File: config.mk
export PLATFORM = sky130hd
export DESIGN_NAME = fwuart_rx_flat
export DESIGN_NICKNAME = d
export VERILOG_FILES = /design/src/rtl/fwuart_rx_if.sv /design/src/rtl/fwuart_rx.sv /design/src/flat_wrapper.sv
export SDC_FILE = /design/constraint.sdc
export NUM_CORES = 1
export LEC_CHECK = 0
export CAP_MARGIN = 0
export CELL_PAD_IN_SITES_DETAIL_PLACEMENT = 0
export CELL_PAD_IN_SITES_GLOBAL_PLACEMENT = 1
export CORE_MARGIN = 2
export CORE_UTILIZATION = 48
export DETAILED_ROUTE_END_ITERATION = 10
export GPL_TIMING_DRIVEN = 0
export PLACE_DENSITY_LB_ADDON = 0.1
export SYNTH_ARGS = -nofsm -noshare
export SYNTH_HDL_FRONTEND = slang
export SYNTH_SLANG_ARGS = --single-unit
File: constraint.sdc
create_clock -name clock -period 3.75 [get_ports clock]
set_input_delay 0.5625 -clock clock [delete_from_list [all_inputs] [get_ports clock]]
set_output_delay 0.5625 -clock clock [all_outputs]
set_load 0.02 [all_outputs]
File: src/rtl/fwuart_rx_if.sv
// fwuart_rx_if: ready/valid byte delivery port of the UART receiver
interface fwuart_rx_if #(
    parameter int DATA_BITS = 8
);
    logic [DATA_BITS-1:0] i_dat;
    logic                 i_valid;
    logic                 i_ready;
    modport master (output i_dat, output i_valid, input i_ready);
    modport slave  (input i_dat, input i_valid, output i_ready);
endinterface

File: src/rtl/fwuart_rx.sv
// fwuart_rx: 16x oversampled UART receiver, 1 start / DATA_BITS data (LSB first) / 1 stop,
// one-entry holding register on a ready/valid port, framing-error and overrun pulses.
// Optional FWUART_RX_MAJORITY_EN: bit value is a 2-of-3 vote over cnt 6..8 instead of one cnt 7 sample.
module fwuart_rx #(
    parameter int DATA_BITS   = 8,
    parameter int SYNC_STAGES = 2
) (
    input  logic        clock,
    input  logic        reset,
    input  logic        clock_x16,
    input  logic        rx,
    fwuart_rx_if.master i_port,
    output logic        frame_err,
    output logic        overrun
);
    typedef enum logic [1:0] {IDLE, START, DATA, STOP} state_t;
    state_t               state, state_nxt;
    logic [3:0]           cnt, cnt_nxt;
    logic [2:0]           bit_idx, bit_idx_nxt;
    logic [DATA_BITS-1:0] shreg, shreg_nxt;
    logic                 armed, armed_nxt;
    logic [SYNC_STAGES-1:0] sync;
    logic                 rxs, smp, bit_val, done, bad, stall;

    assign rxs   = sync[SYNC_STAGES-1];
    assign stall = i_port.i_valid && !i_port.i_ready;

    // metastability synchroniser on the rx line, idle-high out of reset
    always_ff @(posedge clock or negedge reset) begin
        if (!reset) sync <= '1;
        else        sync <= {sync[SYNC_STAGES-2:0], rx};
    end

`ifdef FWUART_RX_MAJORITY_EN
    logic [1:0] votes;
    // capture the two early votes at cnt 6 and 7; the third vote is live rxs at cnt 8
    always_ff @(posedge clock or negedge reset) begin
        if (!reset) votes <= '0;
        else if (clock_x16 && state != IDLE && cnt == 4'd6) votes[0] <= rxs;
        else if (clock_x16 && state != IDLE && cnt == 4'd7) votes[1] <= rxs;
    end
    assign smp     = clock_x16 && cnt == 4'd8;
    assign bit_val = (votes[0] & votes[1]) | (votes[0] & rxs) | (votes[1] & rxs);
`else
    assign smp     = clock_x16 && cnt == 4'd7;
    assign bit_val = rxs;
`endif

    // frame state register
    always_ff @(posedge clock or negedge reset) begin
        if (!reset) begin
            state   <= IDLE;
            cnt     <= '0;
            bit_idx <= '0;
            shreg   <= '0;
            armed   <= 1'b1;
        end else begin
            state   <= state_nxt;
            cnt     <= cnt_nxt;
            bit_idx <= bit_idx_nxt;
            shreg   <= shreg_nxt;
            armed   <= armed_nxt;
        end
    end

    // deframing: advances only on x16 ticks; stop sample returns to IDLE early for resync margin
    always_comb begin
        state_nxt   = state;
        cnt_nxt     = cnt;
        bit_idx_nxt = bit_idx;
        shreg_nxt   = shreg;
        armed_nxt   = armed;
        done        = 1'b0;
        bad         = 1'b0;
        if (clock_x16) begin
            cnt_nxt = cnt + 4'd1;
            if (rxs) armed_nxt = 1'b1;
            case (state)
                IDLE: begin
                    cnt_nxt = '0;
                    if (!rxs && armed) state_nxt = START;
                end
                START: begin
                    if (smp && bit_val) begin
                        state_nxt = IDLE;
                        cnt_nxt   = '0;
                    end else if (cnt == 4'd15) begin
                        state_nxt   = DATA;
                        bit_idx_nxt = '0;
                    end
                end
                DATA: begin
                    if (smp) shreg_nxt = {bit_val, shreg[DATA_BITS-1:1]};
                    if (cnt == 4'd15) begin
                        if (bit_idx == 3'(DATA_BITS-1)) state_nxt = STOP;
                        else bit_idx_nxt = bit_idx + 3'd1;
                    end
                end
                default: begin
                    if (smp) begin
                        state_nxt = IDLE;
                        cnt_nxt   = '0;
                        done      = bit_val;
                        bad       = !bit_val;
                        if (!bit_val) armed_nxt = 1'b0;
                    end
                end
            endcase
        end
    end

    // holding register and error pulses; a completed byte is dropped only if a held byte is stalled
    always_ff @(posedge clock or negedge reset) begin
        if (!reset) begin
            i_port.i_dat   <= '0;
            i_port.i_valid <= 1'b0;
            frame_err      <= 1'b0;
            overrun        <= 1'b0;
        end else begin
            frame_err <= bad;
            overrun   <= done && stall;
            if (done && !stall) begin
                i_port.i_dat   <= shreg;
                i_port.i_valid <= 1'b1;
            end else if (i_port.i_valid && i_port.i_ready) begin
                i_port.i_valid <= 1'b0;
            end
        end
    end
endmodule

File: src/flat_wrapper.sv
// flat-port wrapper written by rule: the top's interface ports become plain ports
module fwuart_rx_flat 
#(
    parameter int DATA_BITS   = 8,
    parameter int SYNC_STAGES = 2
)
  (clock, reset, clock_x16, rx, frame_err, overrun, i_port_i_dat, i_port_i_valid, i_port_i_ready);
  fwuart_rx_if #(.DATA_BITS(DATA_BITS)) i_port_i ();
  input  logic clock;
  input  logic reset;
  input  logic clock_x16;
  input  logic rx;
  output logic frame_err;
  output logic overrun;
  output wire logic [$bits(i_port_i.i_dat)-1:0] i_port_i_dat;
  output wire logic [$bits(i_port_i.i_valid)-1:0] i_port_i_valid;
  input wire logic [$bits(i_port_i.i_ready)-1:0] i_port_i_ready;
  assign i_port_i_dat = i_port_i.i_dat;
  assign i_port_i_valid = i_port_i.i_valid;
  assign i_port_i.i_ready = i_port_i_ready;
  fwuart_rx #(.DATA_BITS(DATA_BITS), .SYNC_STAGES(SYNC_STAGES)) u_core (.clock(clock), .reset(reset), .clock_x16(clock_x16), .rx(rx), .i_port(i_port_i), .frame_err(frame_err), .overrun(overrun));
endmodule
==> summary.md, run 1 <==
| Metric | Value |
|---|---|
| Worst Hold Class | primary input to asynchronous set/reset pin |
| Top cells by area, synth | sky130_fd_sc_hd__dfrtp_1 48%, sky130_fd_sc_hd__mux2_2 13%, sky130_fd_sc_hd__ha_1 6.9% |
| Synthesized-area fraction occupied by xor and xnor cells | 0 |
| Worst endpoint required time | 3.97 ns |
| Standby leakage power | about 0.84 nW |
| Clock Sink Count | 31 |
| GRT Util Overall | 0.164 |
| Critical path launch point type | flip-flop |
| Total nets after synthesis | 131 |
| Setup repair after global routing missed its margin | false |
| Nets@finish | ~150 |
| Number of max-capacitance violations reported | 0 |
| Most instantiated cells after synthesis | 28 x sky130_fd_sc_hd__dfrtp_1, 17 x sky130_fd_sc_hd__mux2_2, 10 x sky130_fd_sc_hd__inv_1 |
| Worst-case vdd ir drop | between 0.3 and 0.4 mV |
| Violations in the final reports | design-rule violations |
| Gates resized, CTS repair | 0 |
| Highest metal used | met4 |
| Post-CTS Setup Repair Bufs | 0 |
| Data arrival, critical path | 2.22 ns |
| Commonest register cell after synthesis | sky130_fd_sc_hd__dfrtp_1 |
| Final slew viol count | 0 |
| Met1 wire length | 1110 um |
| Average cell area after synthesis | about 12 sq um |
| Non-filler instance count after layout | between 150 and 200 |
| Worst max-slew margin expressed relative to the limit | 0.566 |
| Maximum number of buffers from clock root to sink | 2 |
| Count leader, synth | sky130_fd_sc_hd__dfrtp_1 |
| Standard-cell row count | 19 |
| Portion of the clock cycle consumed by the worst path in the final layout | 0.536 |
| Area share of fa/ha/maj cells after synthesis | 0.0690 |
| Master cell of the clock root buffer | sky130_fd_sc_hd__clkbuf_4 |
| Number of antenna violations at the first check in global routing | 0 |
| Vias after detailed routing | 957 |
| CTS HTree Levels | 2 |
| Chip Height | 59.0 um |
| Unique cell type count in the Yosys netlist | 31 |
| Number of violations reported at the end of detailed-routing iteration 0 | 20 |
| Number of buffers inserted by hold repair at cts | 0 |
| Metal3 WL | roughly 130 um |
| Total I/O pin count | 16 |
| CTS Buf Count | 5 |
| Cells along the critical path | inv_1, ha_1, clkbuf_1, a21oi_1, o211ai_1, mux2_2 |
| Setup CP Type | flip-flop to flip-flop |
| Share of layout cells above drive strength 1 | 0.230 |
| Number of buffer cells added on primary ports | 14 |
| Number of synthesized flops with an enable pin | 0 |
| Final critical-path required period | roughly 2 ns |
| Mux share of post-synthesis cell area | 0.160 |
| Basic-gate share of the synthesized area counting and, or, nand and nor cells | 0.0915 |
| Clock insertion delay at the later pin of the skew report | roughly 0.32 ns |
| DR WL/cell | about 14 um |
| Final Routed Wirelength | 2350 um |
| Antenna diodes | 0 |
| Iteration count of the initial detailed-routing pass | 7 |
| Cells after synthesis | 118 |
| Hold Violations, Final | 0 |
| Relative area change from synthesis to final layout | 15.9% |
| Largest stage delay on the critical path | around 0.44 ns |
| Clock tree from TritonCTS | built |
| Transition at the pin with the smallest max-transition slack | 0.651 ns |
| Via count of the first global-routing pass | approximately 960 |
| Synth Cell Area | approximately 1500 sq um |
| Final antenna-violating net count | 0 |
| Clock slew seen by the registers of the worst setup and hold paths | 0.09 ns |
| Overall die area | around 3500 sq um |
| Sum of net half-perimeters after detailed placement | 1690 um |
| Post-synthesis cell type with the largest combined area | sky130_fd_sc_hd__dfrtp_1 |
| Post-detailed-route via-to-cell ratio | 5.63 |
| Fin Setup TNS | 0 ns |
| Width of the chip | 59.0 um |
| Utilization of the core after routing | 0.599 |
| Wire length of the first global-routing pass | between 4000 and 5000 um |
| Core Area | around 2800 sq um |
| Ratio of total power to cell area | roughly 540 nW/um^2 |
| Layout Skew | 0.00381 ns |
| Total global routing overflow | 0 |
| Portion of synthesized cell area occupied by the leading cell type | 0.483 |
| Count of state elements after synthesis | 31 |
| Slowest CP cell | sky130_fd_sc_hd__dfrtp_1 |
| Fraction of the yosys area taken by sequential cells | 0.538 |
| Warning count from the yosys run | 0 |
| Worst setup EP type | flip-flop |
| Endpoints failing setup | 0 |
| Detailed route wirelength on metal2 | around 1100 um |
| Cell count after placement | between 150 and 200 |
| Largest net degree at the start of global routing | 32 |
| Highest Clock Rate | approximately 0.5 GHz |
| Starting Density | 0.517 |
| Worst-path maximum fanout | 10 |
| Post-synthesis compound-gate area fraction | 0.0958 |
| Status | complete, but fails checks |
| Largest family of logic cells by synthesized area | multiplexers |
| RePlAce Congestion | approximately 0.70 |
| Share of flip-flops with an asynchronous set or reset | 1.00 |
| Remaining DRCs | 2 |
==> state kept, by name (all words and copies together), names as in the netlist <==
signal and cells:
u_core.armed 1, u_core.bit_idx 3, u_core.cnt 4, u_core.frame_err 1, u_core.i_port.i_dat 8, u_core.i_port.i_valid 1
u_core.overrun 1, u_core.shreg 8, u_core.state 2, u_core.sync 2
==> power breakdown <==
part           switching (mW)  leakage [nW]  internal (mW)
clock network           0.107        0.0341         0.0867
logic                   0.153         0.391          0.128
registers              0.0437         0.411          0.380
total                   0.304         0.836          0.595
==> worst max-delay path: cells and delay by family, from the launching register on <==
| family | cells | cell delay, ns |
|---|---|---|
| AOI/OAI and AO/OA | 2 | 0.46 |
| DFF | 1 | 0.44 |
| buffers and inverters | 2 | 0.44 |
| muxes | 1 | 0.38 |
| adders and majority gates | 1 | 0.18 |
==> worst paths after layout <==
check                           startpoint                 to  slack, ns  depth (start not counted)
hold reg to reg             u_core.sync[0]     u_core.sync[1]       0.36                          0
max in group asynchronous            reset    u_core.shreg[3]       3.07                          1
min in group clock          u_core.sync[0]     u_core.sync[1]       0.36                          0
setup reg to reg           u_core.state[0]  u_core.bit_idx[0]       1.74                          6
hold / removal                       reset      u_core.cnt[0]       0.25                          1
setup / recovery           u_core.state[0]  u_core.bit_idx[0]       1.74                          6
==> routing by layer <==
layer | GRT usage | vias up
met5 | 0 | -
met4 | 0.0779 | 0
met3 | 0.0571 | 7
met2 | 0.267 | 18
met1 | 0.193 | 466
li1 | - | 466
==> through the flow <==
step	hold WS [ns]	area, sq um	power (mW)	worst slack, ns
after CTS	0.363	1690	0.913	1.72
after detailed placement	0.349	1630	0.713	1.59
after global placement	0.347	1630	0.701	1.59
after floorplan	0.267	1450	0.646	1.94
after global routing	0.305	1680	0.978	1.60
final	0.250	1680	0.899	1.74
==> placed cells by master (no fill, tap or decap) <==
master	Yosys	layout
sky130_fd_sc_hd__inv_1	10	10
sky130_fd_sc_hd__buf_2	0	1
sky130_fd_sc_hd__nand3_1	3	3
sky130_fd_sc_hd__clkbuf_4	0	5
sky130_fd_sc_hd__nor2_1	6	6
sky130_fd_sc_hd__o2bb2ai_1	1	1
sky130_fd_sc_hd__a2111oi_0	1	1
sky130_fd_sc_hd__buf_6	2	2
sky130_fd_sc_hd__nor2b_1	1	1
sky130_fd_sc_hd__or4_4	1	1
sky130_fd_sc_hd__nand2_1	8	8
sky130_fd_sc_hd__o221ai_1	1	1
sky130_fd_sc_hd__clkbuf_8	0	1
sky130_fd_sc_hd__a21oi_1	4	4
sky130_fd_sc_hd__o21ai_0	2	2
sky130_fd_sc_hd__ha_1	8	8
sky130_fd_sc_hd__a22o_1	1	1
sky130_fd_sc_hd__o31ai_1	1	1
sky130_fd_sc_hd__and4b_1	1	1
sky130_fd_sc_hd__mux2_2	17	17
sky130_fd_sc_hd__clkbuf_1	2	2
sky130_fd_sc_hd__clkinv_2	0	1
sky130_fd_sc_hd__and2_1	1	1
sky130_fd_sc_hd__a41o_1	1	1
sky130_fd_sc_hd__nand4_1	1	1
sky130_fd_sc_hd__nand2b_1	2	2
sky130_fd_sc_hd__o2111ai_1	2	2
sky130_fd_sc_hd__a21o_1	1	1
sky130_fd_sc_hd__o211ai_1	2	2
sky130_fd_sc_hd__dfrtp_1	28	28
sky130_fd_sc_hd__o311ai_1	1	1
sky130_fd_sc_hd__clkdlybuf4s50_1	0	13
sky130_fd_sc_hd__o21bai_1	1	1
sky130_fd_sc_hd__nand4_2	1	1
sky130_fd_sc_hd__dfstp_2	3	3
sky130_fd_sc_hd__mux2i_1	4	4
==> kinds of logic after synthesis <==
family	count (synthesis)
buf+inv	14
compound gates	19
simple gates	25
fa+ha+maj	8
flops	31
mux	21
==> cell type report <==
type                            count  area (sq um)
Tap cell                           31          38.8
Buffer                              4          30.0
Clock buffer                        6          51.3
Sequential cell                    31           779
Multi-Input combinational cell     73           603
Clock inverter                      1          5.00
Inverter                           10          37.5
Fill cell                         239          1120
Timing Repair Buffer               14           135
Note: power is estimated with default switching activity, not from simulation.
==> run 2, diff against run 1 <==
- CORE_UTILIZATION: 48 -> 44
- clock period: 3.75 -> 1.98 ns (I/O delays scaled with it)
==> run 2 against run 1 <==
Against the previous run: the run ends with negative hold slack left; first-iteration DRC count increased by 130%; sequential cell count unchanged; largest power group unchanged; non-clock buffer count increased by 2; critical endpoint is now u_core.state[1]; die area increased by 8.5%; highest routed layer unchanged; worst setup slack got worse by 1.6 ns; sequential power increased by 89%.
==> summary.md, run 2 (same netlist as run 1, synthesis figures left out) <==
| Metric | Value |
|---|---|
| Relative area change from synthesis to final layout | 20.2% |
| Critical path launch point type | flip-flop |
| Chip Height | 61.4 um (+4.1%) |
| CTS HTree Levels | 2 (unchanged) |
| Worst-path maximum fanout | 9 (-1) |
| Final critical-path required period | 1.88 ns (-0.125 ns) |
| Final Routed Wirelength | 2450 um (+4.2%) |
| Global-route layer with the greatest usage | met2 |
| Fin Setup TNS | 0 ns (unchanged) |
| Width of the chip | 61.4 um (+4.1%) |
| CTS Buf Count | 5 (unchanged) |
| Endpoints failing setup | 0 (unchanged) |
| Clock slew seen by the registers of the worst setup and hold paths | 0.10 ns (about the same) |
| Most frequent cells in the layout | 28 x sky130_fd_sc_hd__dfrtp_1, 17 x sky130_fd_sc_hd__mux2_2, 13 x sky130_fd_sc_hd__clkdlybuf4s50_1, 10 x sky130_fd_sc_hd__inv_1 |
| Wire length of the first global-routing pass | 4120 um (-1.8%) |
| Post-route worst setup slack | 0.0961 ns (-1.64 ns) |
| Global-route track usage on met3 | 0.0567 (-0.000420) |
| Share of layout cells above drive strength 1 | 0.254 (+0.0233) |
| Largest net degree at the start of global routing | 32 (unchanged) |
| Overall die area | 3770 sq um (+8.5%) |
| Data arrival, critical path | 2.10 ns (-0.12 ns) |
| Violations in the final reports | negative hold slack |
| RePlAce Congestion | 0.769 (+9.3%) |
| Ratio of total power to cell area | 1080 nW/um^2 (+100%) |
| GRT Util Overall | 0.151 (-0.0128) |
| Final antenna-violating net count | 0 (unchanged) |
| Number of violations reported at the end of detailed-routing iteration 0 | 45 (+130%) |
| Standby leakage power | 0.862 nW (+3.1%) |
| Via count of the first global-routing pass | 899 (-6.2%) |
| Setup CP Type | flip-flop to flip-flop |
| Worst setup EP type | flip-flop |
| DR WL/cell | 13.2 um (-4.8%) |
| Number of buffer cells added on primary ports | 14 (unchanged) |
| Hold slack final | -0.00386 ns (-0.254 ns) |
| Core Area | 3100 sq um (+11%) |
| Largest registers | u_core.i_port.i_dat (8), u_core.shreg (8), u_core.cnt (4) |
| Setup repair after global routing missed its margin | false |
| Standard-cell row count | 20 (+1) |
| Portion of the clock cycle consumed by the worst path in the final layout | 0.951 (+0.416) |
| Post-detailed-route via-to-cell ratio | 4.95 (-12%) |
| Master cell of the clock root buffer | sky130_fd_sc_hd__clkbuf_4 |
| Non-filler instance count after layout | 186 (+9.4%) |
| Worst-case vdd ir drop | 0.503 mV (+56%) |
| Starting Density | 0.467 (-0.0496) |
| Worst endpoint required time | 2.20 ns (-1.77 ns) |
| Worst max-slew margin expressed relative to the limit | 0.556 (-0.00990) |
| Highest Clock Rate | 0.531 GHz (+6.7%) |
| Clock tree from TritonCTS | built |
| Fillers | 299 (+25%) |
| Sum of net half-perimeters after detailed placement | 1770 um (+4.9%) |
| Final slew viol count | 0 (unchanged) |
| Routing usage on met1 | 0.200 (+0.00660) |
| Hold Violations, Final | 6 (+6) |
| Clock Sink Count | 31 (unchanged) |
| Clock insertion delay at the later pin of the skew report | 0.32 ns (about the same) |
| Post-place setup slack | -0.0158 ns (-1.60 ns) |
| Number of max-capacitance violations reported | 0 (unchanged) |
| Maximum number of buffers from clock root to sink | 2 (unchanged) |
| Transition at the pin with the smallest max-transition slack | 0.666 ns (+0.0148 ns) |
| Vias after detailed routing | 920 (-3.9%) |
| Total I/O pin count | 16 (unchanged) |
| Antenna diodes | 0 (unchanged) |
| Met2 GRT Util | 0.233 (-0.0341) |
| Total global routing overflow | 0 (unchanged) |
| Post-layout power | 1.88 mW (+110%) |
| Remaining DRCs | 0 (-2) |
| Worst Hold Class | primary input to asynchronous set/reset pin |
| Most common cell after layout, fill and taps aside | sky130_fd_sc_hd__dfrtp_1 |
| Utilization of the core after routing | 0.562 (-0.0373) |
| Nets@finish | 154 (+1.3%) |
| Layout Skew | 0.0101 ns (+0.00630 ns) |
| Status | complete, but fails checks |
| Number of antenna violations at the first check in global routing | 0 (unchanged) |
| Cell count after placement | 176 (+8.0%) |
| Iteration count of the initial detailed-routing pass | 4 (-3) |
[run 2: cell count changes in the layout (fill, tap and decap cells not counted), sizes merged]
cell and delta:
buf +2, bufinv +1
[run 2: final timing paths]
kind / start / slack (ns) / to / cells past startpoint
min reg2reg: u_core.sync[0] / 0.36 / u_core.sync[1] / 0
max in group asynchronous: reset / 1.54 / u_core.bit_idx[1] / 1
max reg2reg: u_core.cnt[0] / 0.1 / u_core.state[1] / 6
min in group clock: clock_x16 / 0.20 / u_core.cnt[0] / 2
max: u_core.cnt[0] / 0.1 / u_core.state[1] / 6
min: reset / -0.004 / u_core.state[1] / 1
[run 2: layout make-up]
cell class              count  area [sq um]  share of cell area
plain buffers               4          31.3              0.0179
clock buffers               6          51.3              0.0294
clock inverters             2          35.0              0.0201
inverters                  10          37.5              0.0215
multi-input cells          73           603               0.346
flip-flops and latches     31           779               0.447
well taps                  44          55.1              0.0316
repair buffers             16           150              0.0861
[run 2: repair_timing]
| item | 4_1_cts | 5_1_grt |
|---|---|---|
| hold endpoints to repair | 0 | 0 |
| pin swaps | 0 | 1 |
| setup endpoints to repair | 1 | 1 |
| buffers inserted | 0 | 2 |
| resized for setup | 1 | 0 |
| hold buffers | 0 | 0 |
[run 2: report_power, final]
group	leakage (nW)	total [mW]	internal, mW	switching (mW)
clock	0.0482	0.514	0.298	0.215
combinational	0.403	0.563	0.266	0.297
sequential	0.411	0.803	0.720	0.0835
[run 2: stage by stage]
step	hold WS (ns)	area [sq um]
3_5_place_dp	0.349	1650
4_1_cts	0.188	1730
5_1_grt	0.0301	1740
2_1_floorplan	0.00141	1450
6_report	-0.00386	1740
3_3_place_gp	0.346	1650
[run 2: layer usage]
metal | wire, um | part of all wire
met5 | 0 | 0
met4 | 23 | 0.0094
met3 | 95 | 0.039
met2 | 1160 | 0.47
met1 | 1180 | 0.48
[run 2: worst max-delay path, cell delays in order (launching register included)]
cell and delay, ns:
sky130_fd_sc_hd__dfrtp_1 0.42, sky130_fd_sc_hd__ha_1 0.26, sky130_fd_sc_hd__and4b_1 0.20, sky130_fd_sc_hd__buf_6 0.14, sky130_fd_sc_hd__or4_4 0.43, sky130_fd_sc_hd__a41o_1 0.25
sky130_fd_sc_hd__o311ai_1 0.09
==> run 3, diff against run 2 <==
- CTS_CLUSTER_DIAMETER: default -> 150
==> results of run 3 <==
No change in the layout: final DEF, timing and power equal those of run 2.
